## src/rtl/bouncing_box_gfx.sv

```systemverilog
// Pixel colour source for the VGA timing block: a solid box on a flat background that
// moves SPEED px per frame and bounces off the visible edges, updating only at frame start.
module bouncing_box_gfx #(
   parameter int          HPIXELS = 640,
   parameter int          VPIXELS = 480,
   parameter int          BOX_W   = 32,
   parameter int          BOX_H   = 32,
   parameter int          SPEED   = 2,
   parameter logic [7:0]  FG_RGB  = 8'hE0,
   parameter logic [7:0]  BG_RGB  = 8'h03
) (
   input  logic        vgaclk,
   input  logic        rst,
   input  logic [9:0]  hc,
   input  logic [9:0]  vc,
   input  logic        pause,
   output logic [2:0]  red,
   output logic [2:0]  green,
   output logic [1:0]  blue,
   output logic [9:0]  box_x,
   output logic [9:0]  box_y,
   output logic        frame_tick,
   output logic [7:0]  bounce_count
);

   localparam logic [10:0] L_HP   = 11'(HPIXELS);
   localparam logic [10:0] L_VP   = 11'(VPIXELS);
   localparam logic [10:0] L_BW   = 11'(BOX_W);
   localparam logic [10:0] L_BH   = 11'(BOX_H);
   localparam logic [10:0] L_SP   = 11'(SPEED);
   localparam logic [9:0]  L_X0   = 10'((HPIXELS - BOX_W) / 2);
   localparam logic [9:0]  L_Y0   = 10'((VPIXELS - BOX_H) / 2);
   localparam logic [9:0]  L_XMAX = 10'(HPIXELS - BOX_W);
   localparam logic [9:0]  L_YMAX = 10'(VPIXELS - BOX_H);
   localparam logic [9:0]  L_STEP = 10'(SPEED);

   typedef enum logic [1:0] {
      RIGHT_DOWN = 2'b00,
      RIGHT_UP   = 2'b01,
      LEFT_DOWN  = 2'b10,
      LEFT_UP    = 2'b11
   } motion_t;

   motion_t     r_state;
   logic [9:0]  r_box_x;
   logic [9:0]  r_box_y;
   logic        r_tick;
   logic [7:0]  r_bcnt;

   logic [10:0] w_hc, w_vc, w_x, w_y;
   logic        w_slot, w_left, w_up, w_bx, w_by, w_inside;
   logic [9:0]  w_nx, w_ny;
   motion_t     w_nstate;

   assign w_hc   = {1'b0, hc};
   assign w_vc   = {1'b0, vc};
   assign w_x    = {1'b0, r_box_x};
   assign w_y    = {1'b0, r_box_y};
   assign w_slot = (w_hc == 11'd0) && (w_vc == L_VP);
   assign w_left = (r_state == LEFT_DOWN) || (r_state == LEFT_UP);
   assign w_up   = (r_state == RIGHT_UP)  || (r_state == LEFT_UP);

   // A bounce clamps to the wall and reverses direction without also stepping
   always_comb begin
      w_bx = 1'b0;
      w_nx = r_box_x;
      if (!w_left) begin
         if (w_x + L_BW + L_SP > L_HP) begin
            w_bx = 1'b1;
            w_nx = L_XMAX;
         end else begin
            w_nx = r_box_x + L_STEP;
         end
      end else begin
         if (w_x < L_SP) begin
            w_bx = 1'b1;
            w_nx = '0;
         end else begin
            w_nx = r_box_x - L_STEP;
         end
      end
      w_by = 1'b0;
      w_ny = r_box_y;
      if (!w_up) begin
         if (w_y + L_BH + L_SP > L_VP) begin
            w_by = 1'b1;
            w_ny = L_YMAX;
         end else begin
            w_ny = r_box_y + L_STEP;
         end
      end else begin
         if (w_y < L_SP) begin
            w_by = 1'b1;
            w_ny = '0;
         end else begin
            w_ny = r_box_y - L_STEP;
         end
      end
      w_nstate = motion_t'({w_left ^ w_bx, w_up ^ w_by});
   end

   always_ff @(posedge vgaclk or posedge rst) begin
      if (rst) begin
         r_box_x <= L_X0;
         r_box_y <= L_Y0;
         r_state <= RIGHT_DOWN;
         r_tick  <= 1'b0;
         r_bcnt  <= 8'd0;
      end else begin
         r_tick <= w_slot;
         if (w_slot && !pause) begin
            r_box_x <= w_nx;
            r_box_y <= w_ny;
            r_state <= w_nstate;
            if ((w_bx || w_by) && (r_bcnt != 8'hFF))
               r_bcnt <= r_bcnt + 8'd1;
         end
      end
   end

   // Zero-latency colour: depends only on the live counters and the held position
   assign w_inside = (w_hc >= w_x) && (w_hc < w_x + L_BW) &&
                     (w_vc >= w_y) && (w_vc < w_y + L_BH);
   assign {red, green, blue} = w_inside ? FG_RGB : BG_RGB;

   assign box_x        = r_box_x;
   assign box_y        = r_box_y;
   assign frame_tick   = r_tick;
   assign bounce_count = r_bcnt;

endmodule

```

## config.mk

```make
export PLATFORM = sky130hd
export DESIGN_NAME = bouncing_box_gfx
export DESIGN_NICKNAME = d
export VERILOG_FILES = /design/src/rtl/bouncing_box_gfx.sv
export SDC_FILE = /design/constraint.sdc
export NUM_CORES = 1
export LEC_CHECK = 0
export ABC_AREA = 1
export CAP_MARGIN = 15
export CORE_MARGIN = 2
export CORE_UTILIZATION = 35
export CTS_CLUSTER_SIZE = 24
export DETAILED_ROUTE_END_ITERATION = 10
export PLACE_DENSITY = 0.66
export SETUP_SLACK_MARGIN = 0.15
export SYNTH_ARGS = -nofsm -noshare
export SYNTH_HDL_FRONTEND = slang
export SYNTH_SLANG_ARGS = --single-unit
```

## constraint.sdc

```tcl
create_clock -name vgaclk -period 3.35 [get_ports vgaclk]
set_input_delay 0.5025 -clock vgaclk [delete_from_list [all_inputs] [get_ports vgaclk]]
set_output_delay 0.5025 -clock vgaclk [all_outputs]
set_load 0.03 [all_outputs]
```

==> metrics.txt <==
status=completed; clock network latency to the later pin of the worst-skew pair=0.28 ns; TritonCTS clock tree=yes; count of port buffers added during placement=54; total number of vias=3,395; Final Setup Violations=0; max-cap check violation count=0; PnR worst setup slack=0.247 ns; HPWL Detailed=7.26 mm; highest achievable clock rate=322 MHz; H-tree Lvls=2; vias in the first global route=3,235; clk sinks=29; Static Leak=0.00212 uW; initial cell density of the core=35.6%; number of CTS-inserted buffers=5; Die Y-Extent=103 um; relative max-transition margin=63.1%; Critical Path RT=2.85 ns; kind of path behind the tightest hold check=reg2reg; Worst setup endpoint=red[2]; Total Wirelength=9.06 mm; post-synthesis async set-or-reset flop share=100%; layout cells sized above 1=17.6%; destination of the worst register-to-register timing path=box_x[7]; total routing resource utilization after global routing=17.9%; Max clock buf depth=2; R2R cell count=12; antenna diode count=0; area of the core=9590 um^2; Final GP Congestion=0.920; nets=629; clock-pin slew reported for the worst setup and hold paths after clock tree synthesis=0.07 ns; first-iteration detailed-routing DRC count=103; FF+latch count, synth=29; number of cells in the finished layout apart from fillers=702; most frequent cells in the layout=sky130_fd_sc_hd__nand2_1 (115), sky130_fd_sc_hd__inv_1 (52), sky130_fd_sc_hd__clkdlybuf4s50_1 (49); hold violation total from the final report=0; cell chosen for the clock root=sky130_fd_sc_hd__clkbuf_8; number of pins with negative max-slew slack in the final report=0; cell row count=36; sequential-to-total area share from yosys stat=21.5%; antenna violations before repair=0; Post-Layout Inst Area=4420 um^2; Routed WL per cell=12.9 um; beginning of the worst register-to-register path=box_x[5]; Slew @ Worst Pin=0.551 ns; RSZ-0062 raised after global routing=no; post-placement setup slack=-0.0371 ns; number of enable flip-flop cells after synthesis=0; Post-Syn Area=3410 um^2; DRC=0; number of cells after detailed placement=691; count of nets left with antenna violations after detail routing=0; clock tree skew after final layout=0.0137 ns; post-synthesis cell count=494; Synth Warn #=0; global-route wire length before repair=15.2 mm; ratio of total power to cell area=188 nW/um^2; Vias per Instance=4.84; placed cell areas=4170 um^2; kind of launch point of the worst setup path=register; die area=10,600 um^2; number of distinct standard cells referenced by the synthesized netlist=45; share of the clock period used by the worst path after layout=92.6%; aggregate global routing overflow=0; layout-stage area growth over the synthesis result=29.4%; Crit. End Element=output port; boundary pin count=60; signal arrival time at the worst endpoint=2.60 ns; Main synth FF type=sky130_fd_sc_hd__dfrtp_1; syn avg cell area=6.91 um^2; maximum number of pins on one net before global-route repair=30; start-to-end type of the worst setup path=reg2out; flop2flop setup slack=1.01 ns; launch point of the critical path=box_x[5]; most common cell after layout, fill and taps aside=sky130_fd_sc_hd__nand2_1; Die Width=103 um; largest fanout on the critical path=6; Final Critical Period=3.10 ns; worst vdd ir=0.175 mV; number of search-and-repair iterations in the first detailed-routing pass=5
cell families after synthesis:
family	synth area share, %
other	0.110
XOR/XNOR	6.38
flip-flops	21.5
AND/OR/NAND/NOR	35.2
AO/OA/AOI/OAI	11.8
adder cells (fa/ha/maj)	13.9
buffers and inverters	11.0
how the worst min path moves through the flow:
stage                          start    endpoint  slack (ns)  cells past startpoint
after floorplan           r_state[1]  r_state[1]        0.46                      2
after global routing      r_state[1]  r_state[1]        0.55                      2
after detailed placement  r_state[1]  r_state[1]        0.49                      2
after global placement    r_state[1]  r_state[1]        0.48                      2
final                     r_state[1]  r_state[1]        0.50                      2
after CTS                 r_state[1]  r_state[1]        0.51                      2
power breakdown:
group / switching [uW] / leakage [uW] / internal [uW] / total, uW
registers: 0.0228 / 0.000321 / 350 / 350
clock network: 145 / 0.0000585 / 243 / 387
logic: 49.9 / 0.00175 / 43.6 / 93.5
synth_stat cells, types with 2 or more instances:
master / instances / area share (%)
sky130_fd_sc_hd__inv_2: 11 / 1.2
sky130_fd_sc_hd__nand3_4: 3 / 1.5
sky130_fd_sc_hd__nand3b_1: 2 / 0.44
sky130_fd_sc_hd__buf_2: 2 / 0.29
sky130_fd_sc_hd__nor4_1: 3 / 0.55
sky130_fd_sc_hd__a31oi_1: 2 / 0.37
sky130_fd_sc_hd__buf_6: 3 / 0.99
sky130_fd_sc_hd__nand3_2: 4 / 1.2
sky130_fd_sc_hd__inv_1: 54 / 5.9
sky130_fd_sc_hd__ha_1: 38 / 14
sky130_fd_sc_hd__xnor2_1: 3 / 0.77
sky130_fd_sc_hd__dfrtp_1: 23 / 17
sky130_fd_sc_hd__nor3_2: 3 / 0.88
sky130_fd_sc_hd__o2111ai_1: 2 / 0.51
sky130_fd_sc_hd__o21ai_1: 4 / 0.59
sky130_fd_sc_hd__nand4_1: 13 / 2.4
sky130_fd_sc_hd__nor3_1: 5 / 0.73
sky130_fd_sc_hd__nor2_4: 2 / 0.66
sky130_fd_sc_hd__buf_4: 10 / 2.2
sky130_fd_sc_hd__nor2_1: 44 / 4.8
sky130_fd_sc_hd__nand2_2: 8 / 1.5
sky130_fd_sc_hd__nor2_2: 5 / 0.92
sky130_fd_sc_hd__o21a_1: 2 / 0.44
sky130_fd_sc_hd__o21ai_0: 20 / 2.9
sky130_fd_sc_hd__dfstp_2: 6 / 4.6
sky130_fd_sc_hd__o211ai_1: 2 / 0.44
sky130_fd_sc_hd__xor2_1: 20 / 5.1
sky130_fd_sc_hd__nand3_1: 38 / 5.6
sky130_fd_sc_hd__a22oi_1: 6 / 1.3
sky130_fd_sc_hd__o21bai_1: 2 / 0.44
sky130_fd_sc_hd__a21oi_1: 25 / 3.7
sky130_fd_sc_hd__nand2_1: 116 / 13
state kept, by name, summed over array words and instances (netlist names):
register and cells:
box_y 9, box_x 9, frame_tick 1, bounce_count 8, r_state 2
cell type report:
class	instances	area, um^2
Multi-Input combinational cell	386	2420
Tap cell	133	166
Clock buffer	7	86.3
Timing Repair Buffer	79	722
Fill cell	939	5180
Sequential cell	29	736
Clock inverter	1	30.0
Inverter	67	258
metal layers:
layer / track usage (%) / wire [um]
met5: 0 / 0
met4: 4.66 / 159
met3: 2.85 / 456
met2: 31.1 / 4410
met1: 23.3 / 4040
worst max-delay path: stages (launching register included):
cell	delay [ns]
sky130_fd_sc_hd__dfstp_2	0.62
sky130_fd_sc_hd__clkinv_4	0.12
sky130_fd_sc_hd__ha_4	0.29
sky130_fd_sc_hd__inv_2	0.05
sky130_fd_sc_hd__ha_4	0.27
sky130_fd_sc_hd__nand2_1	0.06
sky130_fd_sc_hd__o21a_1	0.18
sky130_fd_sc_hd__o211a_1	0.24
sky130_fd_sc_hd__nand4_1	0.16
sky130_fd_sc_hd__a21oi_2	0.05
sky130_fd_sc_hd__buf_4	0.15
sky130_fd_sc_hd__buf_6	0.13
what timing repair did:
item | 4_1_cts | 5_1_grt
pin swaps | 0 | 7
buffers inserted | 0 | 3
resized for setup | 12 | 23
cloned | 0 | 0
endpoints found under the hold margin | 0 | 0
hold buffers | 0 | 0
endpoints found under the setup margin | 5 | 5
per-stage QoR:
step	util (%)	TNS [ns]	power (uW)	hold WS [ns]
3_5_place_dp	43.5	-0.0677	448	0.493
2_1_floorplan	-	0	404	0.464
5_1_grt	46.0	0	869	0.546
3_3_place_gp	43.5	0	446	0.480
4_1_cts	44.7	0	839	0.506
6_report	46.0	0	831	0.503
(Power assumes the default switching activity.)
